`config.mk`:
```
export PLATFORM = sky130hd
export DESIGN_NAME = sreg_readout_ctrl
export DESIGN_NICKNAME = d
export VERILOG_FILES = /design/src/rtl/sreg_readout_ctrl.sv
export SDC_FILE = /design/constraint.sdc
export NUM_CORES = 1
export LEC_CHECK = 0
export CAP_MARGIN = 20
export CORE_ASPECT_RATIO = 0.7
export CORE_MARGIN = 8
export CORE_UTILIZATION = 33
export DETAILED_ROUTE_END_ITERATION = 6
export PLACE_DENSITY = 0.53
export REMOVE_ABC_BUFFERS = 1
export SYNTH_ARGS = -nofsm -noshare
export SYNTH_HDL_FRONTEND = slang
export SYNTH_SLANG_ARGS = --single-unit
```
`constraint.sdc`:
```
create_clock -name sclk -period 2.1 [get_ports sclk]
set_input_delay 0.315 -clock sclk [delete_from_list [all_inputs] [get_ports sclk]]
set_output_delay 0.315 -clock sclk [all_outputs]
set_load 0.005 [all_outputs]
```
`src/rtl/sreg_readout_ctrl.sv`:
```
// Readout sequencer for the pixel shift-register chain: loads the chain, shifts it out
// over two serial lanes and rebuilds PIX_W-bit words onto a valid/ready stream.
module sreg_readout_ctrl #(
  parameter int NPIX  = 16,
  parameter int PIX_W = 42,
  localparam int HALF  = PIX_W / 2,
  localparam int IDX_W = (NPIX > 1) ? $clog2(NPIX) : 1,
  localparam int BIT_W = (HALF > 1) ? $clog2(HALF) : 1
) (
  input  logic             sclk,
  input  logic             rst_n,
  input  logic             start,
  input  logic [1:0]       sreg_out,
  output logic             load,
  output logic             shift,
  output logic [PIX_W-1:0] pix_data,
  output logic [IDX_W-1:0] pix_idx,
  output logic             pix_last,
  output logic             pix_valid,
  input  logic             pix_ready,
  output logic             busy,
  output logic             frame_done
);

  typedef enum logic [1:0] {S_IDLE, S_LOAD, S_SHIFT, S_DRAIN} state_t;

  state_t           state_q, state_d;
  logic [BIT_W-1:0] bit_cnt_q, bit_cnt_d;
  logic [IDX_W-1:0] word_cnt_q, word_cnt_d;
  logic [PIX_W-1:0] asm_q, asm_d;
  logic [PIX_W-1:0] pix_data_q, pix_data_d;
  logic [IDX_W-1:0] pix_idx_q, pix_idx_d;
  logic             pix_last_q, pix_last_d;
  logic             pix_valid_q, pix_valid_d;
  logic             frame_done_q, frame_done_d;

  logic last_bit, final_smp, can_take, accept;

  // A word-completing sample needs a free output register (empty or draining this cycle).
  assign last_bit  = (bit_cnt_q == BIT_W'(HALF - 1));
  assign final_smp = last_bit && (word_cnt_q == IDX_W'(NPIX - 1));
  assign can_take  = !last_bit || !pix_valid_q || pix_ready;
  assign accept    = pix_valid_q && pix_ready;

  always_ff @(posedge sclk) begin
    if (!rst_n) begin
      state_q      <= S_IDLE;
      bit_cnt_q    <= '0;
      word_cnt_q   <= '0;
      asm_q        <= '0;
      pix_data_q   <= '0;
      pix_idx_q    <= '0;
      pix_last_q   <= 1'b0;
      pix_valid_q  <= 1'b0;
      frame_done_q <= 1'b0;
    end else begin
      state_q      <= state_d;
      bit_cnt_q    <= bit_cnt_d;
      word_cnt_q   <= word_cnt_d;
      asm_q        <= asm_d;
      pix_data_q   <= pix_data_d;
      pix_idx_q    <= pix_idx_d;
      pix_last_q   <= pix_last_d;
      pix_valid_q  <= pix_valid_d;
      frame_done_q <= frame_done_d;
    end
  end

  always_comb begin
    state_d      = state_q;
    bit_cnt_d    = bit_cnt_q;
    word_cnt_d   = word_cnt_q;
    asm_d        = asm_q;
    pix_data_d   = pix_data_q;
    pix_idx_d    = pix_idx_q;
    pix_last_d   = pix_last_q;
    pix_valid_d  = pix_valid_q && !pix_ready;
    frame_done_d = 1'b0;
    unique case (state_q)
      S_IDLE: begin
        if (start) state_d = S_LOAD;
      end
      S_LOAD: begin
        bit_cnt_d  = '0;
        word_cnt_d = '0;
        state_d    = S_SHIFT;
      end
      S_SHIFT: begin
        if (can_take) begin
          for (int i = 0; i < HALF; i++) begin
            if (bit_cnt_q == BIT_W'(i)) begin
              asm_d[i]        = sreg_out[0];
              asm_d[HALF + i] = sreg_out[1];
            end
          end
          if (last_bit) begin
            pix_data_d  = asm_d;
            pix_idx_d   = word_cnt_q;
            pix_last_d  = (word_cnt_q == IDX_W'(NPIX - 1));
            pix_valid_d = 1'b1;
            bit_cnt_d   = '0;
            if (final_smp) state_d = S_DRAIN;
            else           word_cnt_d = word_cnt_q + IDX_W'(1);
          end else begin
            bit_cnt_d = bit_cnt_q + BIT_W'(1);
          end
        end
      end
      S_DRAIN: begin
        if (accept) begin
          state_d      = S_IDLE;
          frame_done_d = 1'b1;
        end
      end
      default: state_d = S_IDLE;
    endcase
  end

  always_comb begin
    load       = (state_q == S_LOAD);
    shift      = (state_q == S_SHIFT) && can_take && !final_smp;
    busy       = (state_q != S_IDLE);
    pix_data   = pix_data_q;
    pix_idx    = pix_idx_q;
    pix_last   = pix_last_q;
    pix_valid  = pix_valid_q;
    frame_done = frame_done_q;
  end

endmodule

```
Word-level counts from Yosys, hierarchy flattened
Index checks and enable logic that the tools add are counted.
{ "op_classes": {"eq_ne": 30, "n_reduce_logical": 21, "mux": 59, "addsub": 2} }
{ "op_table": {"columns": ["cell", "n"], "rows": [
  ["$mux 1", 46],
  ["$eq 5x4->1 const B", 8],
  ["$eq 5x5->1 const B", 5],
  ["$eq 5x3->1 const B", 4],
  ["$mux 4", 3],
  ["$ne 2x2->1 const B", 6],
  ["$eq 5x2->1 const B", 2],
  ["$mux 2", 5],
  ["$mux 5", 2],
  ["$pmux 5 s2", 1],
  ["$pmux 2 s4", 1],
  ["$pmux 4 s2", 1],
  ["$reduce_and 2->1", 3],
  ["$add 5x1->5 const B", 1],
  ["$eq 5x1->1 const B", 1],
  ["$logic_and 1x1->1", 5],
  ["$logic_not 5->1", 1],
  ["$reduce_and 5->1", 1],
  ["$add 4x1->4 const B", 1],
  ["$eq 2x2->1 const B", 2],
  ["$eq 4x4->1 const B", 1],
  ["$logic_not 1->1", 4],
  ["$reduce_and 4->1", 1],
  ["$reduce_bool 2->1", 2],
  ["4 further kinds", 5]
]} }
{ "totals": {"input_bits": 6, "reg_bits": 102, "output_inout_bits": 52} }

Depth between registers and ports, before layout
{ "depth": {"depth_word": 6, "depth_mapped": 8, "depth_no_buf": 6} }

Worst setup path before layout
Ideal clock, no wire load.
{ "synth_timing": {"path_type": "flip-flop to flip-flop", "from": "reg bit_cnt_q[0]", "to": "reg asm_q[10]", "arrival_time_ns": 1.688, "required_time_ns": 1.968, "synth_period_minus_slack_ns": 1.821, "slack_ns": 0.279, "stages_incl_launch_ff": 9, "setup_ns": 0.132, "path_buffers": 2, "path_cell_list": "dfxtp_1 -> inv_1 -> ha_1 -> and4b_1 -> buf_2 -> a21oi_4 -> buf_2 -> nand2_1 -> mux2i_1"} }
{ "synth_between": {"elab_chain_len": 5, "elab_cells_between_ends": 7, "classes_between": "eq/ne (2); mux (1); reduce/logical (4)"} }
{ "synth_lines": {"columns": ["element", "line", "text"], "rows": [
  ["start, declared", "28", "logic [BIT_W-1:0] bit_cnt_q, bit_cnt_d;"],
  ["start signal, assigned", "58", "bit_cnt_q <= bit_cnt_d;"],
  ["$eq 5x5->1", "40", "assign last_bit = (bit_cnt_q == BIT_W'(HALF - 1));"],
  ["$logic_not 1->1", "42", "assign can_take = !last_bit || !pix_valid_q || pix_ready;"],
  ["$logic_or 1x1->1 (2 in series)", "42", null],
  ["$reduce_and 2->1 (no line)", null, null],
  ["end signal, assigned", "60", "asm_q <= asm_d;"],
  ["end, declared", "30", "logic [PIX_W-1:0] asm_q, asm_d;"]
]} }
Parallel ways exist; a longest one is shown, timed or not.
A chain may end at the register's enable or synchronous reset.

Worst setup path after layout
{ "layout_timing": {"from": "reg bit_cnt_q[1]", "to": "reg pix_data_q[6] (netlist: pix_data[6])"} }
{ "layout_between": {"elab_chain_len": 5, "elab_cells_between_ends": 7, "classes_between": "eq/ne (2); mux (1); reduce/logical (4)"} }
{ "layout_lines": {"columns": ["element", "line", "text"], "rows": [
  ["$eq 5x5->1", "40", null],
  ["$logic_not 1->1", "42", null],
  ["$logic_or 1x1->1 (2 in series)", "42", null],
  ["$reduce_and 3->1 (no line)", null, null],
  ["end signal, assigned", "61", "pix_data_q <= pix_data_d;"],
  ["end, declared", "31", "logic [PIX_W-1:0] pix_data_q, pix_data_d;"]
]} }
Parallel ways exist; a longest one is shown, timed or not.

==> results by group <==
Setup path
  • Worst Path Arrival: ~2200 ps
  • Worst setup SP type: register
  • Req. time, crit path: approximately 2400 ps
  • R2R depth: 8
  • Crit. Startpoint: bit_cnt_q[1]
  • Critical path type: reg -> reg
  • Crit Reg-Reg Endpoint: pix_data[6]
  • CP Max Fanout: just under 60
  • Worst r2r src: bit_cnt_q[1]
  • Worst Setup End Kind: register
  • Register-to-register setup slack: between 150 and 200 ps

Placed design
  • DP Wirelength: between 7000 and 8000 um
  • Port buffer count: 57
  • Pre-CTS setup slack: about 110 ps
  • RePlAce Congestion: between 0.7 and 0.8
  • Placed insts: ~700

Layout
  • Filler cells: 1353
  • Area delta synth->final: 25.89%
  • Final Net Count: ~550
  • Non-filler instance count after layout: 725
  • Fin util: between 40% and 50%
  • N_diodes: 0
  • Share of cells above drive strength 1: between 10% and 20%

Clock tree
  • CTS Root Cell: clkbuf_16
  • Num CTS Buffers: 9
  • H-tree Lvls: 3
  • Worst skew pair latency: between 300 and 400 ps
  • CTS tree: done
  • Cts hold-fix bufs: 0
  • Total clock sinks: 100
  • Clock Pin Slew Worst Setup and Hold Paths: 70 ps
  • Clk buf depth: 2

Floorplanning
  • Initial Util: between 30% and 40%
  • Row count: 36
  • CORE AREA: about 14000 um^2
  • Die Area: approximately 18000 um^2
  • IO Count: 58
  • Die height: around 120 um
  • Die width: ~160 um

Timing
  • RSZ-0062 raised after global routing: no
  • Fmax achieved: around 520 MHz
  • Final Max Tran Viols: 0
  • Final hold violation count: 0
  • Fin Hold WS: about 460 ps
  • Final worst slack: between 150 and 200 ps
  • Setup Viol. Count Final: 0
  • Worst-Margin Slew: 452.9 ps
  • Crit share post-route: approximately nine tenths
  • Post-layout min period: 1910 ps
  • Clk_skew: 5.703 ps
  • Worst rel slew slack: 69.73%

Power and ir drop
  • Cell-internal power: 3.428 mW
  • Switching share of power: about 26%
  • Reg power frac: 43.8%
  • Design Power: between 4 and 5 mW
  • Comb pwr share: roughly 16%
  • Net switching power: between 1 and 1.5 mW
  • Clock Power Share: about 40%
  • Leakage power: slightly above 2 nW
  • Power per cell area: just under 800 nW/um^2
  • Worst VDD drop: between 0.4 and 0.5 mV

Yosys
  • Mapped Area: 4659 um^2
  • Async set-reset flop share out of synthesis: 0%
  • Register bit total from synthesis: 100
  • Number of flops mapped to enable cells by yosys: 0
  • Yosys warns: 0
  • Avg Synthesized Cell Area: roughly 9.9 um^2
  • Top FF cell, synth: dfxtp_1
  • Cells after synthesis: 473
  • Post-synthesis cell type count: 39
  • Seq/Total Area, Yosys: about 43%

Route
  • Final WL: 11060 um
  • Vias per cell: 4.892
  • Drt initial violations: approximately 130
  • WL met2: approximately 4800 um
  • DR WL/cell: ~15 um
  • DR WL met3: ~530 um
  • Highest Signal Layer: met4
  • Wire length on met1: 5601 um
  • Initial DRT Pass Iterations: 4
  • Detailed-route via count: ~3500
  • Routed Antenna Nets: 0
  • # DRC: 0

Hold path
  • Worst Hold Path Cells: 2
  • Startpoint of the worst hold path: pix_idx[2]
  • HP Class: reg -> reg
  • Hold endpoint: pix_idx[2]

Global routing
  • Total track usage: about an eighth
  • GRT overflow: 0
  • Global-route wire length before repair: ~18000 um
  • Initial antenna violation count: 0
  • Largest net degree at the start of global routing: about 60
  • Number of global-route vias before repair: ~3500

Run status
  • Status: complete, no violations

Job
  • Max-cap viol count: 0
## layer usage
metal,vias to the layer above,global-route usage [%]
li1,1789,-
met1,1697,16.38
met4,0,2.818
met2,51,19.40
met5,-,0
met3,10,3.390
## registers in the layout, summed over array words and instances, names as in the netlist
name        flops
pix_valid       1
word_cnt_q      4
pix_idx         4
pix_data       42
bit_cnt_q       5
frame_done      1
asm_q          40
pix_last        1
state_q         2
## worst max-delay path, stage by stage (launching register included)
cell,delay (ps)
dfxtp_2,340
inv_1,130
ha_4,170
nand4b_4,110
buf_4,180
nor3_4,270
buf_12,290
nor2_1,90
a211oi_2,210
## cells in the final DEF (no fill, tap or decap), types with 9 or more instances in the layout
master	instances
dfxtp_1	97
mux2i_1	63
nand2_1	57
clkdlybuf4s50_1	56
nor2_1	48
a211oi_2	32
buf_4	24
a21oi_1	21
o21ai_0	18
a211oi_1	14
nand3_1	12
ha_1	10
clkbuf_16	9
## synth_stat cells (2+ instances only)
library cell | instances | area, um^2
a211oi_1 | 14 | 105.1
buf_2 | 7 | 35.03
mux2i_1 | 63 | 630.6
dfxtp_1 | 100 | 2002
nand2_1 | 57 | 214.0
clkinv_1 | 2 | 7.510
a211oi_2 | 32 | 400.4
o21ai_0 | 18 | 90.09
nand4b_1 | 3 | 26.28
nor2_1 | 48 | 180.2
clkbuf_1 | 20 | 75.07
and4b_1 | 2 | 20.02
nand3_1 | 13 | 65.06
and2_1 | 4 | 25.02
o32ai_1 | 2 | 17.52
or3_1 | 2 | 12.51
a211o_1 | 3 | 26.28
buf_6 | 8 | 90.09
buf_4 | 4 | 30.03
nor3b_1 | 2 | 15.01
a21oi_1 | 22 | 110.1
and4bb_2 | 8 | 100.1
ha_1 | 11 | 137.6
nor4b_2 | 4 | 60.06
nand4_1 | 3 | 18.77
inv_1 | 6 | 22.52
nand2b_1 | 3 | 18.77
## area by class of cell
class / count / area, um^2 / area share [%]
multi-input cells: 326 / 2419 / 41.23
flip-flops and latches: 100 / 2006 / 34.19
repair buffers: 85 / 833.3 / 14.21
clock buffers: 13 / 270.3 / 4.608
well taps: 190 / 237.7 / 4.053
clock inverters: 3 / 67.56 / 1.152
inverters: 8 / 32.53 / 0.5546
## how the worst max path moves through the flow
stage	endpoint	slack [ps]	cells past startpoint
3_3_place_gp	shift	120	5
3_5_place_dp	shift	110	5
5_1_grt	pix_data[29]	90	8
2_1_floorplan	word_cnt_q[2]	-1560	6
4_1_cts	shift	30	5
6_report	pix_data[6]	190	8
## through the flow
| stage | TNS, ps | cell area (um^2) |
|---|---|---|
| 4_1_cts | 0 | 5844 |
| 5_1_grt | 0 | 5866 |
| 2_1_floorplan | -71290 | 4429 |
| 3_5_place_dp | 0 | 5490 |
| 6_report | 0 | 5866 |
| 3_3_place_gp | 0 | 5490 |
## repair_timing
item / CTS / global route
pin swaps: 0 / 0
endpoints found under the setup margin: 1 / 1
endpoints found under the hold margin: 0 / 0
resized for setup: 5 / 6
buffers inserted: 1 / 0
## power by group through the flow
stage	sequential (mW)	combinational, mW	clock [mW]
6_report	2.02	0.755	1.84
5_1_grt	2.03	0.833	1.96
4_1_cts	2.02	0.751	1.90
3_5_place_dp	2.06	0.744	0
3_3_place_gp	2.06	0.727	0
2_1_floorplan	2.05	0.443	0
## kinds of logic after synthesis
group,share of synthesized area (%)
AOI/OAI and AO/OA,17.03
xor gates and xnor gates,0.1880
adders and majority gates,2.954
buffers and inverters,5.585
DFF,42.96
muxes,13.53
and+or+nand+nor,17.75
Note: power is estimated with default switching activity, not from simulation.
==> edit 1: new RTL, config.mk and constraints unchanged <==
Re-encode `state_t` (4 states) as one-hot, 4 bits wide.
--- a/src/rtl/sreg_readout_ctrl.sv
+++ b/src/rtl/sreg_readout_ctrl.sv
@@ -23,5 +23,5 @@
 );
 
-  typedef enum logic [1:0] {S_IDLE, S_LOAD, S_SHIFT, S_DRAIN} state_t;
+  typedef enum logic [3:0] {S_IDLE = 4'b0001, S_LOAD = 4'b0010, S_SHIFT = 4'b0100, S_DRAIN = 4'b1000} state_t;
 
   state_t           state_q, state_d;
Check against the original RTL: no difference found for any inputs over 10 cycles, from zero or initial values and one cycle with rst_n low; not proved beyond that.
==> edit 1 against the original RTL <==
Design area increased by 2.2%. Critical path depth decreased by 5. Final cell count increased by 5.5%. Worst setup slack got worse by 110 ps. Area after synthesis decreased by 3.3%. Non-clock buffer count increased by 23. Count of clock-buffer cells in the layout decreased by 2. Routed wire length increased by 5.7%. Sequential cell count increased by 2. Synthesized cell count increased by 4.9%. Critical path type is now reg2out. Highest routed layer unchanged.
Power is not compared: it rests on default switching activity, and its combinational part moved more than twofold at a synthesized area within 25%.
==> edit 1: results (changes against the original RTL) <==
| Metric | Value |
|---|---|
| Layout cell share with drive strength beyond 1 | 0.136 (was 0.187) |
| Gr usage total | 0.132 (was 0.123) |
| Worst reg2reg path startpoint | state_q[0] (was bit_cnt_q[1]) |
| Fill cell count | 1307 (was 1353) |
| Post-Synth Adder-Cell Area | 0.0167 (was 0.0295) |
| Clock-pin slew on the worst setup and hold paths | 70 ps (about the same) |
| Peak per-stage delay on the critical path | 510 ps (was 340 ps) |
| Slack of the worst reg-to-reg path | 70 ps (was 190 ps) |
| Compound-cell area share of the yosys netlist | 0.161 (was 0.170) |
| Max reg flops | 42 (unchanged) |
| Xor/xnor share of the synthesized area | 0.00389 (was 0.00188) |
| YS warnings | 0 (unchanged) |
| Max Buffers Root-to-Sink | 2 (unchanged) |
| Initial antenna violation count | 0 (unchanged) |
| Worst Max-Slew Pin Slew | 568 ps (was 453 ps) |
| HPWL after detailed placement | 7.58 mm (was 7.67 mm) |
| Vias per cell | 4.89 (about the same) |
| Slowest stage cell, crit path | clkdlybuf4s50_1 (was dfxtp_2) |
| Clk_lat worst skew | 350 ps |
| Routed length per instance | 15.3 um (was 15.2 um) |
| Vias in the first global route | 3758 (was 3514) |
| Post-synthesis mux area share | 0.120 (was 0.135) |
| Min Hold Slack | 454 ps (was 457 ps) |
| Reg2reg path depth | 7 (was 8) |
| Leak | 2.25 nW |
| Yosys cell types | 47 (was 39) |
| Crit path DAT | 1710 ps (was 2170 ps) |
| Hold path depth | 2 (unchanged) |
| Hold Crit Start | pix_idx[2] (unchanged) |
| CP max FO | 6 (was 58) |
| Global-route wire length before repair | 19.2 mm (was 17.9 mm) |
| # diodes | 0 (unchanged) |
| Sw Pwr | 857 uW |
| Cts bufs inserted | 9 (unchanged) |
| Largest net degree at the start of global routing | 51 (was 59) |
| Synth cell count leaders | 102 x dfxtp_1, 79 x nand2_1, 59 x nor2_1, 54 x mux2i_1, 45 x a211oi_1 (was 100 x dfxtp_1, 63 x mux2i_1, 57 x nand2_1, 48 x nor2_1, 32 x a211oi_2) |
| Clock root buffer | clkbuf_16 (unchanged) |
| Seq/Total Area, Yosys | 0.453 (was 0.430) |
| IO buf count | 57 (unchanged) |
| Clock share of power | 0.464 |
| Worst path top cell family by delay | buffers and inverters (unchanged) |
| Synth top area cells | dfxtp_1 45%, mux2i_1 12%, a211oi_1 7.5% (was dfxtp_1 43%, mux2i_1 14%, a211oi_2 8.6%) |
| Clock Skews | 5.48 ps (was 5.70 ps) |
| Combinational logic power | 170 uW |
| Outcome | finished clean (unchanged) |
| Capturing point of the worst reg2reg path | pix_data[33] (was pix_data[6]) |
| Hold EP | pix_idx[2] (unchanged) |
| Async S/R FF share, synth | 0 (unchanged) |
| Final net count | 587 (was 547) |
| Global placement routability congestion | 0.823 (was 0.725) |
| DRT iter0 DRCs | 227 (was 129) |
| Worst min path class | reg2reg (unchanged) |
==> edit 1: cell count changes after synthesis, moves of 7 or more <==
cell	before	now
mux2i_1	63	54
o21ai_0	18	5
nand2_1	57	79
a311oi_1	0	7
a211oi_1	14	45
o211a_1	1	12
nor3_1	1	9
a211oi_2	32	0
a21oi_1	22	9
nor2_1	48	59
nand3_1	13	3
==> edit 1: per-stage QoR <==
step           TNS, ps   util  instance area, um2  cells  setup WS (ps)
3_3_place_gp         0  0.417                5540    741            140
2_1_floorplan  -126390      -                4310    456          -2290
4_1_cts              0  0.443                5880    759           37.1
5_1_grt          -13.6  0.452                6000    765          -11.0
3_5_place_dp         0  0.417                5540    741           69.4
6_report             0  0.452                6000    765           74.7
==> edit 1: area by class of cell <==
type	count	share of cell area
Clock buffer	11	0.0405
Clock inverter	5	0.0136
Inverter	9	0.00563
Multi-Input combinational cell	345	0.379
Sequential cell	102	0.341
Tap cell	185	0.0386
Timing Repair Buffer	108	0.182
==> edit 1: layer usage <==
metal | vias to the layer above | GRT usage | share of wire
li1 | 1917 | - | -
met1 | 1749 | 0.185 | 0.52
met2 | 65 | 0.193 | 0.42
met3 | 12 | 0.0393 | 0.054
met4 | 0 | 0.0309 | 0.0092
met5 | - | 0 | 0
==> edit 1: worst max path at each step <==
stage                     startpoint            end  slack, ps  cells after the start
after floorplan           state_q[2]  word_cnt_q[3]      -2290                      4
after global placement     pix_ready          shift        140                      5
after detailed placement  state_q[0]   pix_data[24]         70                      6
after CTS                 state_q[0]           load         40                      3
after global routing      state_q[0]   pix_data[33]        -10                      7
final                     state_q[3]           load         70                      3
==> edit 1: timing repair <==
item                                    in CTS  in global routing
setup buffers                                2                  3
endpoints found under the setup margin       1                 15
resized for setup                            3                  6
gates cloned                                 0                  3
hold endpoints to repair                     0                  0
pin swaps                                    2                  3
==> edit 2: new RTL, config.mk and constraints unchanged <==
Without the edit above. Change the parameter `PIX_W` from 42 to 21.
--- a/src/rtl/sreg_readout_ctrl.sv
+++ b/src/rtl/sreg_readout_ctrl.sv
@@ -3,5 +3,5 @@
 module sreg_readout_ctrl #(
   parameter int NPIX  = 16,
-  parameter int PIX_W = 42,
+  parameter int PIX_W = 21,
   localparam int HALF  = PIX_W / 2,
   localparam int IDX_W = (NPIX > 1) ? $clog2(NPIX) : 1,
Interface: changed (resized pix_data); port bits go from 58 to 37. No check against the original RTL was run, so the function may have changed too.
==> edit 2 against the original RTL <==
Non-clock buffer count down 32. Area after synthesis down 43%. Routed wire length down 46%. Total power down 41%. Clock skew up 4.2 ps. Critical endpoint is now word_cnt_q[3]. Sequential cell count down 45. Design area down 41%. Sequential share of layout area down 2.0 points. Worst setup slack better by 34 ps.
==> edit 2: results (changes against the original RTL) <==
| Metric | Value |
|---|---|
| Outcome | finished clean (unchanged) |
| Sw Pwr | 703 uW (was 1.18 mW) |
| Worst reg2reg path startpoint | state_q[0] (was bit_cnt_q[1]) |
| Reg2reg path depth | 7 (was 8) |
| Max_slew headroom | 0.611 (was 0.697) |
| Multi-input gates | 197 (was 326) |
| Worst path top cell family by delay | simple AND/OR/NAND/NOR gates (was buffers and inverters) |
| Gr usage total | 0.112 (was 0.123) |
| Max reg flops | 20 (was 42) |
| ClkCell Share | 0.0561 (was 0.0576) |
| Die X | 124 um (was 158 um) |
| Layout cell share with drive strength beyond 1 | 0.136 (was 0.187) |
| Clock share of power | 0.395 (was 0.399) |
| Post-CTS Setup Inserts | 0 (was 1) |
| Count of clock-net buffers in the final layout | 5 (was 13) |
| Vias per cell | 4.89 (about the same) |
| Slowest stage cell, crit path | or4_1 (was dfxtp_2) |
| Largest net degree at the start of global routing | 56 (was 59) |
| Fill cell count | 809 (was 1353) |
| Clock Skews | 9.95 ps (was 5.70 ps) |
| Signal buffers | 53 (was 85) |
| Vias in the first global route | 2055 (was 3514) |
| Seq/Total Area, Yosys | 0.411 (was 0.430) |
| VDD IR-drop max | 401 uV (was 451 uV) |
| Yosys cell types | 42 (was 39) |
| Register area | 1110 um2 (was 2010 um2) |
| Hold Crit Start | pix_idx[3] (was pix_idx[2]) |
| CP max FO | 5 (was 58) |
| Inverters | 4 (was 8) |
| HPWL after detailed placement | 4.04 mm (was 7.67 mm) |
-- edit 2: cell types whose count changed after synthesis, sizes merged, moves of 17 or more --
cell | before | now
o211a | 1 | 18
nor2b | 1 | 19
mux2i | 63 | 36
a211oi | 46 | 0
a21oi | 23 | 3
nor2 | 48 | 7
dfxtp | 100 | 55
-- edit 2: per-layer routing --
metal | GRT usage | up-vias | share of wire
met2 | 0.154 | 31 | 0.40
met5 | 0 | - | 0
met3 | 0.0414 | 7 | 0.064
li1 | - | 1057 | -
met1 | 0.157 | 948 | 0.53
met4 | 0.0330 | 0 | 0.010
-- edit 2: cell families after synthesis --
family                     after synthesis  share of synthesized area
adders and majority gates                6                     0.0280
xor gates and xnor gates                 1                    0.00327
and+or+nand+nor                        108                      0.241
muxes                                   36                      0.135
AOI/OAI and AO/OA                       45                      0.135
DFF                                     55                      0.411
other                                    1                    0.00140
buffers and inverters                   28                     0.0453
-- edit 2: repair_timing --
item | in CTS | in global routing
endpoints found under the setup margin | 1 | 1
gates resized for setup | 2 | 9
pin swaps | 0 | 0
-- edit 2: worst min-delay path by stage --
| stage | to | slack [ps] | depth (start not counted) |
|---|---|---|---|
| floorplan | bit_cnt_q[3] | 420 | 2 |
| global placement | pix_idx[2] | 440 | 2 |
| detailed placement | pix_idx[2] | 440 | 2 |
| finish | pix_idx[3] | 450 | 2 |
| CTS | pix_idx[2] | 450 | 2 |
| global route | pix_idx[2] | 470 | 2 |
-- edit 2: stage by stage --
step | setup slack (ps) | instances | total power [mW] | utilization
2_1_floorplan | -455 | 256 | 1.43 | -
3_5_place_dp | 156 | 410 | 1.66 | 0.409
3_3_place_gp | 175 | 410 | 1.65 | 0.409
4_1_cts | 10.8 | 418 | 2.75 | 0.435
5_1_grt | 136 | 418 | 2.86 | 0.437
6_report | 224 | 418 | 2.72 | 0.437
